===== config.mk =====
export PLATFORM = sky130hd
export DESIGN_NAME = reg_lane_assembler
export DESIGN_NICKNAME = d
export VERILOG_FILES = /design/src/rtl/reg_lane_assembler.sv
export SDC_FILE = /design/constraint.sdc
export NUM_CORES = 1
export LEC_CHECK = 0
export ABC_AREA = 1
export CORE_MARGIN = 5
export CORE_UTILIZATION = 34
export CTS_CLUSTER_DIAMETER = 60
export DETAILED_ROUTE_END_ITERATION = 8
export GPL_TIMING_DRIVEN = 0
export MAX_ROUTING_LAYER = met4
export PLACE_DENSITY = 0.75
export REMOVE_ABC_BUFFERS = 1
export SYNTH_ARGS = -nofsm -noshare
export SYNTH_HDL_FRONTEND = slang
export SYNTH_SLANG_ARGS = --single-unit

===== constraint.sdc =====
create_clock -name clk -period 1.04 [get_ports clk]
set_input_delay 0.208 -clock clk [delete_from_list [all_inputs] [get_ports clk]]
set_output_delay 0.208 -clock clk [all_outputs]
set_load 0.02 [all_outputs]

===== src/rtl/reg_lane_assembler.sv =====
// Assembles a wide word from independently written lanes and hands it off over valid/ready.
// A rewrite of an already-written lane raises a one-cycle OUT_rewrite pulse.
module reg_lane_assembler #(
   parameter int LANES      = 4,
   parameter int LANE_W     = 4,
   parameter int FIRST_WINS = 0
) (
   input  logic                      clk,
   input  logic                      rst,
   input  logic [LANES-1:0]          IN_wr_en,
   input  logic [LANES*LANE_W-1:0]   IN_wr_dat,
   input  logic                      IN_flush,
   input  logic                      IN_ready,
   output logic                      OUT_wr_ready,
   output logic                      OUT_valid,
   output logic [LANES*LANE_W-1:0]   OUT_dat,
   output logic [LANES-1:0]          OUT_lane_vld,
   output logic                      OUT_rewrite
);

   logic [LANES*LANE_W-1:0] dat_q, dat_d;
   logic [LANES-1:0]        vld_q, vld_d;
   logic                    rewrite_q, rewrite_d;

   logic                    valid;
   logic                    wr_ready;
   logic                    handshake;
   logic [LANES-1:0]        accept;
   logic [LANES-1:0]        vld_base;

   always_comb begin
      valid     = &vld_q;
      wr_ready  = !IN_flush && (!valid || IN_ready);
      handshake = valid && IN_ready && !IN_flush;
      accept    = IN_wr_en & {LANES{wr_ready}};
      // A completing handshake frees every lane before this cycle's writes land.
      vld_base  = handshake ? '0 : vld_q;
   end

   always_comb begin
      dat_d     = dat_q;
      vld_d     = vld_base | accept;
      rewrite_d = |(accept & vld_base);
      for (int i = 0; i < LANES; i++) begin
         if (accept[i] && (!vld_base[i] || (FIRST_WINS == 0))) begin
            dat_d[i*LANE_W +: LANE_W] = IN_wr_dat[i*LANE_W +: LANE_W];
         end
      end
      // Flush drops the mask only; accept is already zero because wr_ready is low.
      if (IN_flush) begin
         vld_d     = '0;
         rewrite_d = 1'b0;
      end
   end

   always_ff @(posedge clk) begin
      if (rst) begin
         dat_q     <= '0;
         vld_q     <= '0;
         rewrite_q <= 1'b0;
      end else begin
         dat_q     <= dat_d;
         vld_q     <= vld_d;
         rewrite_q <= rewrite_d;
      end
   end

   assign OUT_wr_ready = wr_ready;
   assign OUT_valid    = valid;
   assign OUT_dat      = dat_q;
   assign OUT_lane_vld = vld_q;
   assign OUT_rewrite  = rewrite_q;

endmodule


### After elaboration in Yosys (flattened, before gate mapping)

Index checks and enable logic that the tools add are counted.

* register bits after elaboration: 21
* latch bits: 0
* RAM bits: 0
* ROM bits: 0
* bits of input ports: 24
* memories kept: 0

* add/sub/neg operators: 0
* multiply operators: 0
* divide/modulo/power cells: 0
* order comparisons: 0
* equal/unequal tests: 0
* shifts and indexed selects: 0
* mux-type cells: 1
* bitwise gates (word level): 3
* reductions and logical operators: 9

Operators by type and width (count)
* $and A4 B4 Y4: 2
* $mux W4: 1
* $or A4 B4 Y4: 1
* $reduce_and A4 Y1: 1
* $reduce_or A4 Y1: 1
* $logic_and A1 B1 Y1: 3
* $logic_not A1 Y1: 2
* $reduce_or A2 Y1: 1
* $logic_or A1 B1 Y1: 1

### Longest topological paths before layout

Gate-level depths: netlist of the first run.

* depth in word-level cells: 7
* gate-level depth with buffers: 9

### Worst setup path after synthesis of the first run

No wires, ideal clock.

* kind: register to register
* from: register vld_q[3] (netlist: OUT_lane_vld[3])
* to: register rewrite_q (netlist: OUT_rewrite)
* setup time: 113 ps
* arrival: 1247 ps
* slack: -320 ps
* cell stages (with the launch flop): 8
* period minus slack after synthesis: 1360 ps
* cell sequence: dfxtp_1 nand2_1 o21ai_0 nand2_2 nand3_1 nand2_1 nor2_1 nor2_1

* cells in the longest elaborated chain, start to end: 7
* elaborated cells on any way between the ends: 10
* those cells by class: mux: 1; bitwise: 2; reduce/logical: 7

RTL lines
* from (decl): line 22 `logic [LANES-1:0] vld_q, vld_d;`
* from (signal assigned): line 63 `vld_q <= vld_d;`
* $reduce_and A4 Y1: line 32 `valid = &vld_q;`
* $logic_not A1 Y1: line 33 `wr_ready = !IN_flush && (!valid || IN_ready);`
* $logic_or A1 B1 Y1: line 33
* $logic_and A1 B1 Y1: line 33
* net OUT_wr_ready: line 14 `output logic OUT_wr_ready,`
* $and A4 B4 Y4: line 35 `accept = IN_wr_en & {LANES{wr_ready}};`
* $and A4 B4 Y4: line 43 `rewrite_d = |(accept & vld_base);`
* $reduce_or A4 Y1: line 43
* to (signal assigned): line 64 `rewrite_q <= rewrite_d;`
* to (decl): line 23 `logic rewrite_q, rewrite_d;`

The timed path passes the listed nets, and every way through them passes these cells.
A chain may end at the register's enable or synchronous reset.

### Final worst setup path of the first run

* from: register vld_q[2] (netlist: OUT_lane_vld[2])
* to: output OUT_wr_ready

* cells in the longest elaborated chain, start to end: 4

RTL lines (line)
* $reduce_and A4 Y1: 32
* $logic_not A1 Y1: 33
* $logic_or A1 B1 Y1: 33
* $logic_and A1 B1 Y1: 33
* to (decl): 14

No other way between the ends.

==> results of run 1 <==
report_power, final:
part | switching (mW) | leakage (nW) | total [mW] | internal (mW)
sequential | 0.0271 | 0.180 | 0.867 | 0.840
combinational | 0.216 | 0.514 | 0.430 | 0.214
clock | 0.230 | 0.0150 | 0.379 | 0.149
total | 0.472 | 0.709 | 1.68 | 1.20
cell type report:
type	count	area, um2
fillers	220	799.5
multi-input cells	77	558.0
repair buffers	59	541.8
flip-flops and latches	21	449.2
inverters	14	65.06
well taps	30	37.54
clock buffers	4	26.28
cell usage in the layout, fill, tap and decap left out, drive strengths merged:
cell type and n:
nand2 39, o21ai 1, inv 12, nor2 7, dlygate4sd2 1, a21boi 3, buf 36, a21oi 21
dfxtp 21, clkinv 2, clkdlybuf4s50 21, clkbuf 5, or2 1, nand3 5
sequential cells by signal, summed over array words and instances (netlist names):
| register | cells |
|---|---|
| OUT_lane_vld | 4 |
| OUT_dat | 16 |
| OUT_rewrite | 1 |
stage by stage:
step / TNS [ns] / utilization (%) / setup slack, ns / area, um2 / power (mW)
6_report: -4.467 / 67.73 / -0.2900 / 1678 / 1.676
3_3_place_gp: -12.20 / 55.30 / -0.8958 / 1370 / 1.214
3_5_place_dp: -13.37 / 55.30 / -0.9264 / 1370 / 1.222
2_1_floorplan: -5.349 / - / -0.3197 / 872.1 / 1.024
4_1_cts: -4.475 / 58.94 / -0.2897 / 1460 / 1.611
5_1_grt: -6.423 / 67.73 / -0.3454 / 1678 / 1.767
logic make-up (layout without fill, tap and decap cells):
family | after synthesis | count (layout) | share of synthesized area [%]
buf+inv | 16 | 77 | 7.254
simple gates | 52 | 52 | 29.45
compound gates | 25 | 25 | 15.50
flops | 21 | 21 | 47.79
layer usage:
layer,up-vias,global-route usage [%],share of wire [%]
met4,0,4.644,0.55
met1,443,17.81,39
met3,2,2.340,5.0
met2,21,26.26,55
li1,481,-,-
met5,-,-,0
critical path: cells and delay by family (launching register included):
kind	cells	cell delay, ns
compound gates	1	0.15
buf+inv	1	0.14
flops	1	0.38
simple gates	2	0.15
how the worst max path moves through the flow:
| stage | startpoint | endpoint | slack, ns | cells after the start |
|---|---|---|---|---|
| after global placement | IN_ready | OUT_wr_ready | -0.90 | 6 |
| after CTS | OUT_lane_vld[0]$_SDFF_PP0_ | OUT_wr_ready | -0.29 | 4 |
| final | OUT_lane_vld[2]$_SDFF_PP0_ | OUT_wr_ready | -0.29 | 4 |
| after floorplan | OUT_lane_vld[3]$_SDFF_PP0_ | OUT_rewrite$_SDFF_PP0_ | -0.32 | 7 |
| after global routing | OUT_lane_vld[2]$_SDFF_PP0_ | OUT_wr_ready | -0.35 | 4 |
| after detailed placement | IN_flush | OUT_wr_ready | -0.93 | 5 |
timing repair:
action / 4_1_cts / 5_1_grt
buffers inserted: 10 / 4
gates cloned: 0 / 0
gates resized for setup: 129 / 75
setup endpoints to repair: 44 / 42
pin swaps: 12 / 20
==> run_results.csv, run 1 <==
group,metric,value,unit
timing,hold_viol,0,
critical_path,r2r_end,"OUT_dat[12]$_SDFFE_PP0P_",
synth,synth_seq_area_share,47.80,%
synth,synthFlopType,"dfxtp_1",
final_layout,instances_no_fill,205,
grt,antenna_found_initial,0,
grt,grt_pass1_vias,956,
critical_path,cp.required,0.83,ns
place,dp_cells,188,
synth,synth_enable_flop_cells,0,
grt,gr-total-overflow,0,
clocking,numCtsBuffers,3,
floorplanning,die_h,60.86,um
grt,grt_max_degree,18,
critical_path,max_stage_delay,0.38,ns
clocking,cts_tree,"done",
floorplanning,rows,18,
grt,grt_pass1_wl,4071,um
timing,fin_ws,-0.2900,ns
clocking,path_clk_slew,0.11,ns
floorplanning,die_w,60.86,um
place,port_buffers,46,
critical_path,rr_worst_depth,8,
final_layout,fin_nets,200,
route,antenna_left,0,
timing,fin_crit,1.330,ns
route,dr.pass1.iters,4,
place,hpwl,1780,um
synth,synthTopCellsByArea,"dfxtp_1 (48%), nand2_1 (15%), a21oi_1 (11%), nor2_4 (5.1%), inv_1 (4.7%)",
place,place_congestion,0.7490,
synth,synth_cell_types,16,
final_layout,antenna_cells,0,
route,vias,947,
clocking,clock_sinks,21,
clocking,clock_path_buffers,2,
clocking,root_buffer,"clkbuf_4",
critical_path,critical_path.max_fanout,2,
clocking,htreeDepth,1,
critical_path,cp.arrival,1.12,ns
timing,skew,0.001202,ns
min_path,hp-class,"in -> reg",
critical_path,endpoint_kind,"output pin",
run_status,status,"finished, violations left",
timing,clock.fmax,751.9,MHz
timing,rsz0062_at_grt,"yes",
floorplanning,ios,47,
route,drt_iter0_drc,38,
clocking,holdBufCountCts,0,
critical_path,slowest_stage,"dfxtp_4",
pwr,power_density,998.9,mW/mm2
synth,yosysTopAreaCell,"dfxtp_1",
min_path,hold_start,"rst",
grt,grt_usage,15.11,%
pwr,p_leak,0.7088,nW
flow_run,cap_violations,0,
timing,whs,0.4010,ns
synth,ys_top_cells_by_count,"nand2_1 (34), dfxtp_1 (21), a21oi_1 (20)",
final_layout,drive_gt1_share,62.86,%
floorplanning,die_area,0.003704,mm2
synth,synthesis.area,879.6,um2
critical_path,path_cells,"nand2_4 > o21ai_4 > nand2_2 > buf_6",
floorplanning,initial_core_util,35.51,%
run_status,violations,"setup timing",
pwr,peakVddDrop,0.0008401,V
synth,yosysTopAreaCellShare,47.80,%
clocking,clk_latency,0.29,ns
timing,worstMarginPinSlew,0.5251,ns
route,wl_per_cell,13.38,um
critical_path,critical_path_class,"reg -> out",
critical_path,start_kind,"register",
route,drc,0,
route,totalWireLength,2743,um
min_path,whs_endpoint,"OUT_dat[15]$_SDFFE_PP0P_",
synth,syn_avg_cell_area,7.716,um2
synth,async_flop_share,0,%
timing,post-route-period-util,127.9,%
final_layout,areaGrowthSynthToFinish,90.75,%
min_path,min_path_cells,2,
critical_path,r2r-start,"OUT_lane_vld[0]$_SDFF_PP0_",
synth,synth_cells,114,
timing,setup_viol,27,
route,via_per_inst,4.620,
synth,yosysWarnings,0,
synth,ys_ff_latch,21,
synth,synth.most_common_cell,"nand2_1",
timing,maxSlewViolCount,0,
timing,slew_headroom,64.99,%
floorplanning,core,0.002477,mm2
critical_path,rrSetupSlack,-0.25,ns
(Power assumes the default switching activity.)
==> inputs of run 2 (changes only) <==
--- a/config.mk
+++ b/config.mk
@@ -17,3 +17,4 @@
 export SYNTH_ARGS = -nofsm -noshare
 export SYNTH_HDL_FRONTEND = slang
 export SYNTH_SLANG_ARGS = --single-unit
+export TNS_END_PERCENT = 5
==> run 2 against run 1 <==
Net effect: utilization fell by 8.1 points; register-to-register slack improved by 0.02 ns; critical path type unchanged; non-clock buffer count fell by 6; sequential power fell by 0.6%; clock skew barely moved; global-route usage fell by 1.3 points; flip-flop and latch count did not move; the flow still finishes with violations (setup timing); largest power group unchanged; die area did not move; wire length fell by 13%; clock-buffer cell count did not move; final cell count fell by 2.9%; setup slack improved by 0.0027 ns.
==> run_results.csv, run 2 (synthesis gave the netlist of run 1 again) <==
group,metric,value,unit
run_status,status,"finished, violations left",
run_status,violations,"setup timing",
route,drt_iter0_drc,36,
route,totalWireLength,2394,um
grt,grt_usage,13.85,%
final_layout,final_cell_mix,"nand2_1 (33), buf_4 (22), clkdlybuf4s50_1 (21)",
clocking,clock_path_buffers,2,
floorplanning,die_area,0.003704,mm2
critical_path,rr_worst_depth,8,
critical_path,critPathLaunch,"OUT_lane_vld[2]$_SDFF_PP0_",
min_path,hp-class,"in -> reg",
final_layout,fin_util,59.60,%
grt,grt_max_degree,18,
floorplanning,die_w,60.86,um
timing,clock.fmax,753.4,MHz
route,antenna_left,0,
clocking,cts_tree,"done",
timing,hold_viol,0,
timing,post-route-period-util,127.6,%
pwr,p_leak,0.6390,nW
timing,finalSetupTns,-3.763,ns
clocking,path_clk_slew,0.11,ns
final_layout,fin_area,0.001476,mm2
timing,maxSlewViolCount,0,
timing,slew_headroom,49.63,%
critical_path,rrSetupSlack,-0.23,ns
final_layout,drive_gt1_share,40.24,%
route,vias,900,
final_layout,multi_input_area,454.2,um2
pwr,power_density,1090,mW/mm2
timing,worstMarginPinSlew,0.7555,ns
grt,grt_pass1_vias,887,
place,place_congestion,0.7490,
critical_path,critical_path_class,"reg -> out",
final_layout,final_common_cell,"nand2_1",
pwr,peakVddDrop,0.0008141,V
critical_path,slowest_stage,"dfxtp_2",
grt,gr-total-overflow,0,
critical_path,crit_cells,4,
final_layout,regArea,434.2,um2
critical_path,crit_path_end,"OUT_wr_ready",
pwr,total_power,1.609,mW
critical_path,r2r_end,"OUT_dat[7]$_SDFFE_PP0P_",
floorplanning,rows,18,
critical_path,critical_path.top_delay_family,"flip-flops",
clocking,htreeDepth,1,
final_layout,areaGrowthSynthToFinish,67.85,%
critical_path,max_stage_delay,0.37,ns
grt,antenna_found_initial,0,
floorplanning,die_h,60.86,um
final_layout,fin_nets,194,
timing,rsz0062_at_grt,"yes",
clocking,numCtsBuffers,3,
flow_run,cap_violations,0,
floorplanning,ios,47,
route,via_per_inst,4.523,
clocking,clk_latency,0.29,ns
timing,skew,0.001495,ns
timing,fin_crit,1.327,ns
final_layout,fillers,237,
floorplanning,initial_core_util,35.51,%
route,dr.pass1.iters,4,
timing,fin_ws,-0.2873,ns
route,drc,0,
route,wl_per_cell,12.03,um
clocking,clock_sinks,21,
final_layout,antenna_cells,0,
critical_path,path_cells,"nand2_4 > o21ai_4 > nand2_2 > buf_6",
place,port_buffers,46,
critical_path,r2r-start,"OUT_lane_vld[0]$_SDFF_PP0_",
clocking,root_buffer,"clkbuf_4",
floorplanning,core,0.002477,mm2
critical_path,crit_buf_inv,1,
critical_path,start_kind,"register",
place,hpwl,1780,um
timing,setup_viol,27,
critical_path,cp.required,0.83,ns
critical_path,endpoint_kind,"output pin",
place,dpl_cell_area,0.001370,mm2
grt,grt_pass1_wl,3760,um
final_layout,largest_reg_flops,16,
critical_path,critical_path.max_fanout,2,
critical_path,cp.arrival,1.12,ns
run 2: report_power, final:
| part | internal, mW | switching (mW) | total (mW) | leakage, nW |
|---|---|---|---|---|
| combinational | 0.186 | 0.185 | 0.370 | 0.448 |
| sequential | 0.841 | 0.0211 | 0.862 | 0.176 |
| clock | 0.149 | 0.227 | 0.376 | 0.0150 |
run 2: metrics by stage:
step           std cells  worst slack, ns  hold WS (ns)
2_1_floorplan        112          -0.3197        0.2704
3_3_place_gp         188          -0.8958        0.4486
3_5_place_dp         188          -0.9264        0.4567
4_1_cts              197          -0.2925        0.4590
5_1_grt              199          -0.3461        0.4459
6_report             199          -0.2873        0.4563
run 2: repair_timing:
action                                  CTS  global route
hold buffers                              0             0
gates cloned                              0             0
hold endpoints to repair                  0             0
pin swaps                                 4             9
gates resized for setup                 109            40
endpoints found under the setup margin   44            42
setup buffers                             5             2
run 2: layer usage:
| metal | global-route usage (%) | vias to the layer above | share of wire [%] |
|---|---|---|---|
| met1 | 16.11 | 404 | 42 |
| met3 | 2.340 | 2 | 5.3 |
| met4 | 4.644 | 0 | 0.63 |
| li1 | - | 473 | - |
| met2 | 23.97 | 21 | 52 |
| met5 | - | - | 0 |
run 2: worst min-delay path by stage:
stage / cells past startpoint / end / from / slack, ns
floorplan: 1 / OUT_dat[13]$_SDFFE_PP0P_ / rst / 0.27
global placement: 2 / OUT_dat[9]$_SDFFE_PP0P_ / OUT_dat[9]$_SDFFE_PP0P_ / 0.45
detailed placement: 2 / OUT_dat[2]$_SDFFE_PP0P_ / OUT_dat[2]$_SDFFE_PP0P_ / 0.46
CTS: 3 / OUT_dat[5]$_SDFFE_PP0P_ / IN_wr_dat[5] / 0.46
global route: 3 / OUT_dat[7]$_SDFFE_PP0P_ / IN_wr_dat[7] / 0.45
finish: 3 / OUT_dat[6]$_SDFFE_PP0P_ / IN_wr_dat[6] / 0.46
run 2: tightest hold or removal path: stages:
cell and delay, ns:
clkdlybuf4s50_1 0.39, nand2_1 0.06, a21oi_1 0.05
run 2: area by class of cell:
type	count	area share [%]
well taps	30	2.542
inverters	14	4.068
flip-flops and latches	21	29.41
clock buffers	4	1.780
repair buffers	53	31.44
multi-input cells	77	30.76
